[src/rtl/fir_pkg.sv]
// Shared constants, types and helpers for the FIR output conditioning stage.
package fir_pkg;

    localparam int FIR_OUT_LAT     = 2;
    localparam int FIR_OUTBITS_DEF = 16;

    // Accumulator width needed to sum TAPS products of MULTBITS bits without overflow.
    function automatic int accubits(input int taps, input int multbits);
        return multbits + $clog2(taps);
    endfunction

    // Default-width FIFO entry; the stage declares its own copy sized by OUTBITS.
    typedef struct packed {
        logic                              sat;
        logic signed [FIR_OUTBITS_DEF-1:0] data;
    } fir_out_entry_t;

endpackage

[src/rtl/fir_sync_fifo.sv]
// Generic synchronous FIFO with async active-high reset and wrap-bit pointers.
module fir_sync_fifo #(
    parameter int WIDTH = 17,
    parameter int DEPTH = 8,
    localparam int AW = $clog2(DEPTH),
    localparam int CW = $clog2(DEPTH + 1)
) (
    input  logic             clk,
    input  logic             rst,
    input  logic             wr_en,
    input  logic [WIDTH-1:0] wr_data,
    input  logic             rd_en,
    output logic [WIDTH-1:0] rd_data,
    output logic             full,
    output logic             empty,
    output logic [CW-1:0]    count
);

    logic [AW:0]      wr_ptr_q, wr_ptr_d;
    logic [AW:0]      rd_ptr_q, rd_ptr_d;
    logic [WIDTH-1:0] mem_q [DEPTH];
    logic             wr_ok;
    logic             rd_ok;

    always_comb begin
        empty = (wr_ptr_q == rd_ptr_q);
        full  = (wr_ptr_q[AW] != rd_ptr_q[AW]) && (wr_ptr_q[AW-1:0] == rd_ptr_q[AW-1:0]);
        count = CW'(wr_ptr_q - rd_ptr_q);
        rd_ok = rd_en && !empty;
        // A write into a full FIFO is legal when the head is leaving in the same cycle.
        wr_ok = wr_en && (!full || rd_ok);
        wr_ptr_d = wr_ptr_q + {{AW{1'b0}}, wr_ok};
        rd_ptr_d = rd_ptr_q + {{AW{1'b0}}, rd_ok};
        rd_data  = empty ? '0 : mem_q[rd_ptr_q[AW-1:0]];
    end

    always_ff @(posedge clk or posedge rst) begin
        if (rst) begin
            wr_ptr_q <= '0;
            rd_ptr_q <= '0;
        end else begin
            wr_ptr_q <= wr_ptr_d;
            rd_ptr_q <= rd_ptr_d;
        end
    end

    always_ff @(posedge clk) begin
        if (wr_ok) begin
            mem_q[wr_ptr_q[AW-1:0]] <= wr_data;
        end
    end

endmodule

[src/rtl/fir_output_stage.sv]
// FIR output stage: round, shift, saturate (FIR_OUT_SAT_EN) or wrap, then FIFO to a stream.
// Without FIR_OUT_SAT_EN the rounded value wraps to OUTBITS and out_sat is always 0.
module fir_output_stage
    import fir_pkg::*;
#(
    parameter int TAPS       = 401,
    parameter int MULTBITS   = 32,
    parameter int OUTBITS    = 16,
    parameter int FRAC_SHIFT = 15,
    parameter int FIFO_DEPTH = 8,
    localparam int ACCUBITS  = accubits(TAPS, MULTBITS),
    localparam int CW        = $clog2(FIFO_DEPTH + 1)
) (
    input  logic                       clk,
    input  logic                       rst,
    input  logic signed [ACCUBITS-1:0] acc_in,
    input  logic                       acc_valid,
    output logic signed [OUTBITS-1:0]  out_data,
    output logic                       out_sat,
    output logic                       out_valid,
    input  logic                       out_ready,
    output logic                       overflow,
    input  logic                       clear_ovf,
    output logic [CW-1:0]              fill_level
);

    typedef struct packed {
        logic                      sat;
        logic signed [OUTBITS-1:0] data;
    } out_entry_t;

    // Evaluates to 2^(FRAC_SHIFT-1), or 0 when no shift is applied.
    localparam logic [ACCUBITS:0] ROUND_HALF = ({{ACCUBITS{1'b0}}, 1'b1} << FRAC_SHIFT) >> 1;

    logic signed [ACCUBITS:0] acc_ext;
    logic signed [ACCUBITS:0] rounded;
    logic signed [ACCUBITS:0] s1_data_q, s1_data_d;
    logic                     s1_valid_q, s1_valid_d;
    logic                     ovf_q, ovf_d;

    out_entry_t               wr_entry;
    out_entry_t               rd_entry;
    logic                     fifo_full;
    logic                     fifo_empty;
    logic                     fifo_wr;
    logic                     fifo_rd;
    logic                     drop;

    always_comb begin
        acc_ext    = {acc_in[ACCUBITS-1], acc_in};
        rounded    = (acc_ext + $signed(ROUND_HALF)) >>> FRAC_SHIFT;
        s1_valid_d = acc_valid;
        s1_data_d  = acc_valid ? rounded : s1_data_q;
    end

    always_ff @(posedge clk or posedge rst) begin
        if (rst) begin
            s1_valid_q <= 1'b0;
            s1_data_q  <= '0;
        end else begin
            s1_valid_q <= s1_valid_d;
            s1_data_q  <= s1_data_d;
        end
    end

`ifdef FIR_OUT_SAT_EN
    logic [ACCUBITS-OUTBITS+1:0] upper;
    logic                        in_range;

    // The value fits when every bit from the output sign bit upward agrees.
    always_comb begin
        upper    = s1_data_q[ACCUBITS:OUTBITS-1];
        in_range = (&upper) || !(|upper);
        if (in_range) begin
            wr_entry.sat  = 1'b0;
            wr_entry.data = s1_data_q[OUTBITS-1:0];
        end else if (s1_data_q[ACCUBITS]) begin
            wr_entry.sat  = 1'b1;
            wr_entry.data = {1'b1, {(OUTBITS - 1){1'b0}}};
        end else begin
            wr_entry.sat  = 1'b1;
            wr_entry.data = {1'b0, {(OUTBITS - 1){1'b1}}};
        end
    end
`else
    logic unused_upper;

    always_comb begin
        unused_upper  = ^s1_data_q[ACCUBITS:OUTBITS];
        wr_entry.sat  = 1'b0;
        wr_entry.data = s1_data_q[OUTBITS-1:0];
    end
`endif

    always_comb begin
        fifo_rd = out_ready && !fifo_empty;
        fifo_wr = s1_valid_q && (!fifo_full || fifo_rd);
        drop    = s1_valid_q && fifo_full && !fifo_rd;
        ovf_d   = ovf_q;
        if (clear_ovf) begin
            ovf_d = 1'b0;
        end
        if (drop) begin
            ovf_d = 1'b1;
        end
    end

    always_ff @(posedge clk or posedge rst) begin
        if (rst) begin
            ovf_q <= 1'b0;
        end else begin
            ovf_q <= ovf_d;
        end
    end

    fir_sync_fifo #(
        .WIDTH ($bits(out_entry_t)),
        .DEPTH (FIFO_DEPTH)
    ) u_fifo (
        .clk     (clk),
        .rst     (rst),
        .wr_en   (fifo_wr),
        .wr_data (wr_entry),
        .rd_en   (fifo_rd),
        .rd_data (rd_entry),
        .full    (fifo_full),
        .empty   (fifo_empty),
        .count   (fill_level)
    );

    always_comb begin
        out_data  = rd_entry.data;
        out_sat   = rd_entry.sat;
        out_valid = !fifo_empty;
        overflow  = ovf_q;
    end

endmodule

[config.mk]
export PLATFORM = sky130hd
export DESIGN_NAME = fir_output_stage
export DESIGN_NICKNAME = d
export VERILOG_FILES = /design/src/rtl/fir_pkg.sv /design/src/rtl/fir_sync_fifo.sv /design/src/rtl/fir_output_stage.sv
export SDC_FILE = /design/constraint.sdc
export NUM_CORES = 1
export LEC_CHECK = 0
export ABC_CLOCK_PERIOD_IN_PS = 9550
export CORE_MARGIN = 2
export CORE_UTILIZATION = 30
export DETAILED_ROUTE_END_ITERATION = 16
export PLACE_DENSITY = 0.59
export SLEW_MARGIN = 20
export SYNTH_ARGS = -nofsm -noshare
export SYNTH_HDL_FRONTEND = slang
export SYNTH_SLANG_ARGS = --single-unit
[constraint.sdc]
create_clock -name clk -period 9.55 [get_ports clk]
set_clock_uncertainty 0.05 [all_clocks]
set_input_delay 0.955 -clock clk [delete_from_list [all_inputs] [get_ports clk]]
set_output_delay 0.955 -clock clk [all_outputs]
set_load 0.01 [all_outputs]
==> flow_summary.json <==
{
  "finalHoldViolations": 0,
  "overflow": 0,
  "avgSynthCellArea_sq_um": 16.63,
  "ctsHoldBuffers": 0,
  "drt-vias-per-instance": 4.539,
  "fill_cells": 1959,
  "yosysWarnings": 0,
  "tns_ns": 0,
  "drc": 0,
  "clkTransAtPathRegs_ns": 0.06,
  "period_share": 0.5623,
  "layout-drive-gt1-share": 0.1826,
  "synthSimpleGateAreaFrac": 0.07067,
  "async_reset_ff_frac": 0.1688,
  "cts_buffers": 17,
  "hpwl_mm": 7.392,
  "synth.cell_area_sq_um": 6321,
  "max_slew_margin": 0.3131,
  "postLayoutSetupSlackWorst_ns": 4.180,
  "placed_cell_area_sq_um": 7056,
  "antenna_found_initial": 0,
  "peakVddDrop_uv": 145.5,
  "start_util": 0.3036,
  "crit_type": "register to output port",
  "drt-wirelength-per-cell_microns": 17.20,
  "regToRegSetupSlack_ns": 5.35,
  "synth_enable_flop_cells": 128,
  "drt_pre_antenna_iters": 5,
  "rsz0062_at_grt": "false",
  "synthMuxAreaShare": 0.1158,
  "ctsResizeCount": 0,
  "cts_buffer_depth": 2,
  "startpoint_type": "register",
  "num_vias": 3236,
  "antennaDiodeCount": 0,
  "grt_first_pass_wirelength_mm": 19.04,
  "instances_no_fill": 713,
  "postCtsSetupBuffers": 0,
  "leakage_nw": 2.545,
  "status": "finished clean",
  "total_power_mw": 2.400,
  "slew_violations": 0,
  "portBuffers": 43,
  "die_w_microns": 149.2,
  "drt_iter0_drc": 291,
  "ys_ff_latch": 154,
  "synth.yosys.seq_area_share": 0.7110,
  "max_freq_mhz": 186.2,
  "gp_congestion": 0.7478,
  "pwr_density_cell_nw_per_um2": 313.7,
  "routed_wl_mm": 12.27,
  "coreArea_sq_um": 20820,
  "yosysUniqueCellTypes": 32,
  "synthTopCellsByCount": "edfxtp_1 (128), nand2_1 (41), a21oi_1 (32), mux4_2 (32), dfrtp_1 (26)",
  "fin_area_sq_um": 7651,
  "synth_top_family_by_area": "multiplexers",
  "numClockSinks": 154,
  "dp_cells": 682,
  "finalSetupViolations": 0,
  "synthXorXnorAreaFrac": 0.02910,
  "fin_crit_ns": 5.370,
  "dpl_worst_slack_ns": 4.395,
  "synth_top_area_frac": 0.6081,
  "yosys.area.top_type": "edfxtp_1",
  "synth_most_common_cell": "edfxtp_1",
  "final_nets": 481,
  "area_delta_synth_final_pct": 21.04,
  "syn_nets": 435,
  "die_y_microns": 149.2,
  "drv_cap": 0,
  "grt_max_degree": 37,
  "cts_max_level": 4,
  "insertion_delay_ns": 0.41,
  "critPathArrivalTime_ns": 4.36,
  "hold_class": "register to register",
  "ant_nets": 0,
  "crit_required_ns": 8.55,
  "die_area_sq_um": 22250,
  "postSynthCellCount": 380,
  "synth_compound_area_frac": 0.03009,
  "synthFlopType": "edfxtp_1",
  "synthTopCellsByArea": "edfxtp_1 (61%), mux4_2 (11%), dfrtp_1 (10%), a21oi_1 (2.5%), xnor2_1 (2.5%)",
  "cts_tree": "built",
  "cp_max_fo": 19,
  "clock-root-buffer": "clkbuf_16",
  "synth_adder_area_share": 0.01900,
  "io_pins": 69,
  "grt_usage": 0.1175,
  "grt_pass1_vias": 3364,
  "worstMarginPinSlew_ns": 1.027,
  "endpoint_kind": "output port",
  "num_rows": 53
}
[through the flow]
stage | hold slack (ns) | util
2_1_floorplan | 0.4002 | -
3_3_place_gp | 0.4368 | 0.3388
3_5_place_dp | 0.4423 | 0.3388
4_1_cts | 0.4502 | 0.3667
5_1_grt | 0.4602 | 0.3674
6_report | 0.4448 | 0.3674
[worst max-delay path: stages, from the launching register on]
cell and delay [ns]:
dfrtp_1 0.88, clkinv_1 0.86, ha_1 0.66, and4_1 0.81
a21oi_1 0.19, clkdlybuf4s50_1 0.54
[registers in the layout (all words and copies together) (netlist names)]
register,flops
overflow,1
u_fifo.wr_ptr_q,4
u_fifo.rd_ptr_q,4
u_fifo.mem_q,128
s1_valid_q,1
s1_data_q,16
[layout make-up]
cell class                      instances  area [sq um]  share of cell area
Sequential cell                       154          4496              0.5876
Multi-Input combinational cell        193          1729              0.2260
Timing Repair Buffer                   45         445.4             0.05822
Clock buffer                           17         425.4             0.05560
Tap cell                              275         344.1             0.04497
Clock inverter                         14         155.1             0.02028
Inverter                               15         56.30            0.007359
[final timing paths]
check | from | end | depth (start not counted)
max in group asynchronous | rst | u_fifo.rd_ptr_q[0]$_DFF_PP0_ | 2
max | u_fifo.rd_ptr_q[2]$_DFF_PP0_ | out_data[5] | 5
max reg2reg | u_fifo.rd_ptr_q[2]$_DFF_PP0_ | u_fifo.mem_q[5][5]$_DFFE_PP_ | 6
min | u_fifo.wr_ptr_q[3]$_DFF_PP0_ | u_fifo.wr_ptr_q[3]$_DFF_PP0_ | 1
min reg2reg | u_fifo.wr_ptr_q[3]$_DFF_PP0_ | u_fifo.wr_ptr_q[3]$_DFF_PP0_ | 1
min in group asynchronous | rst | overflow$_DFFE_PP0P_ | 2
[layout by cell type, fill, tap and decap left out, types with 2 or more instances in the layout]
cell	instances
nand3_1	7
clkinv_2	5
a21oi_1	32
buf_4	2
bufinv_16	3
nor2_1	19
nor3_1	5
edfxtp_1	128
inv_1	14
nand4_2	2
clkdlybuf4s50_1	43
nand4_1	2
nor2_4	3
clkinv_1	3
xor2_1	3
nand2_1	41
clkinvlp_4	2
xnor2_1	18
nor4_2	4
mux4_2	32
clkbuf_16	17
ha_1	8
nor2_2	3
dfrtp_1	25
nor3_4	2
[kinds of logic after synthesis]
family,count (synthesis)
buf+inv,33
flops,154
fa+ha+maj,9
xor+xnor,21
mux,33
simple gates,93
compound gates,36
other cells,1
[where the power goes]
group	leakage, nW	internal, mW	switching, mW
clock network	0.284	0.406	0.250
registers	1.45	0.853	0.0704
logic	0.809	0.411	0.409
total	2.54	1.67	0.730
[metal layers]
layer  routed length, microns  share of wire  track usage
met5                        0              0            0
met4                       94         0.0077      0.04429
met3                      594          0.048      0.02446
met2                     6332           0.52       0.1991
met1                     5244           0.43       0.1489
Power figures use the tool's default switching activity.
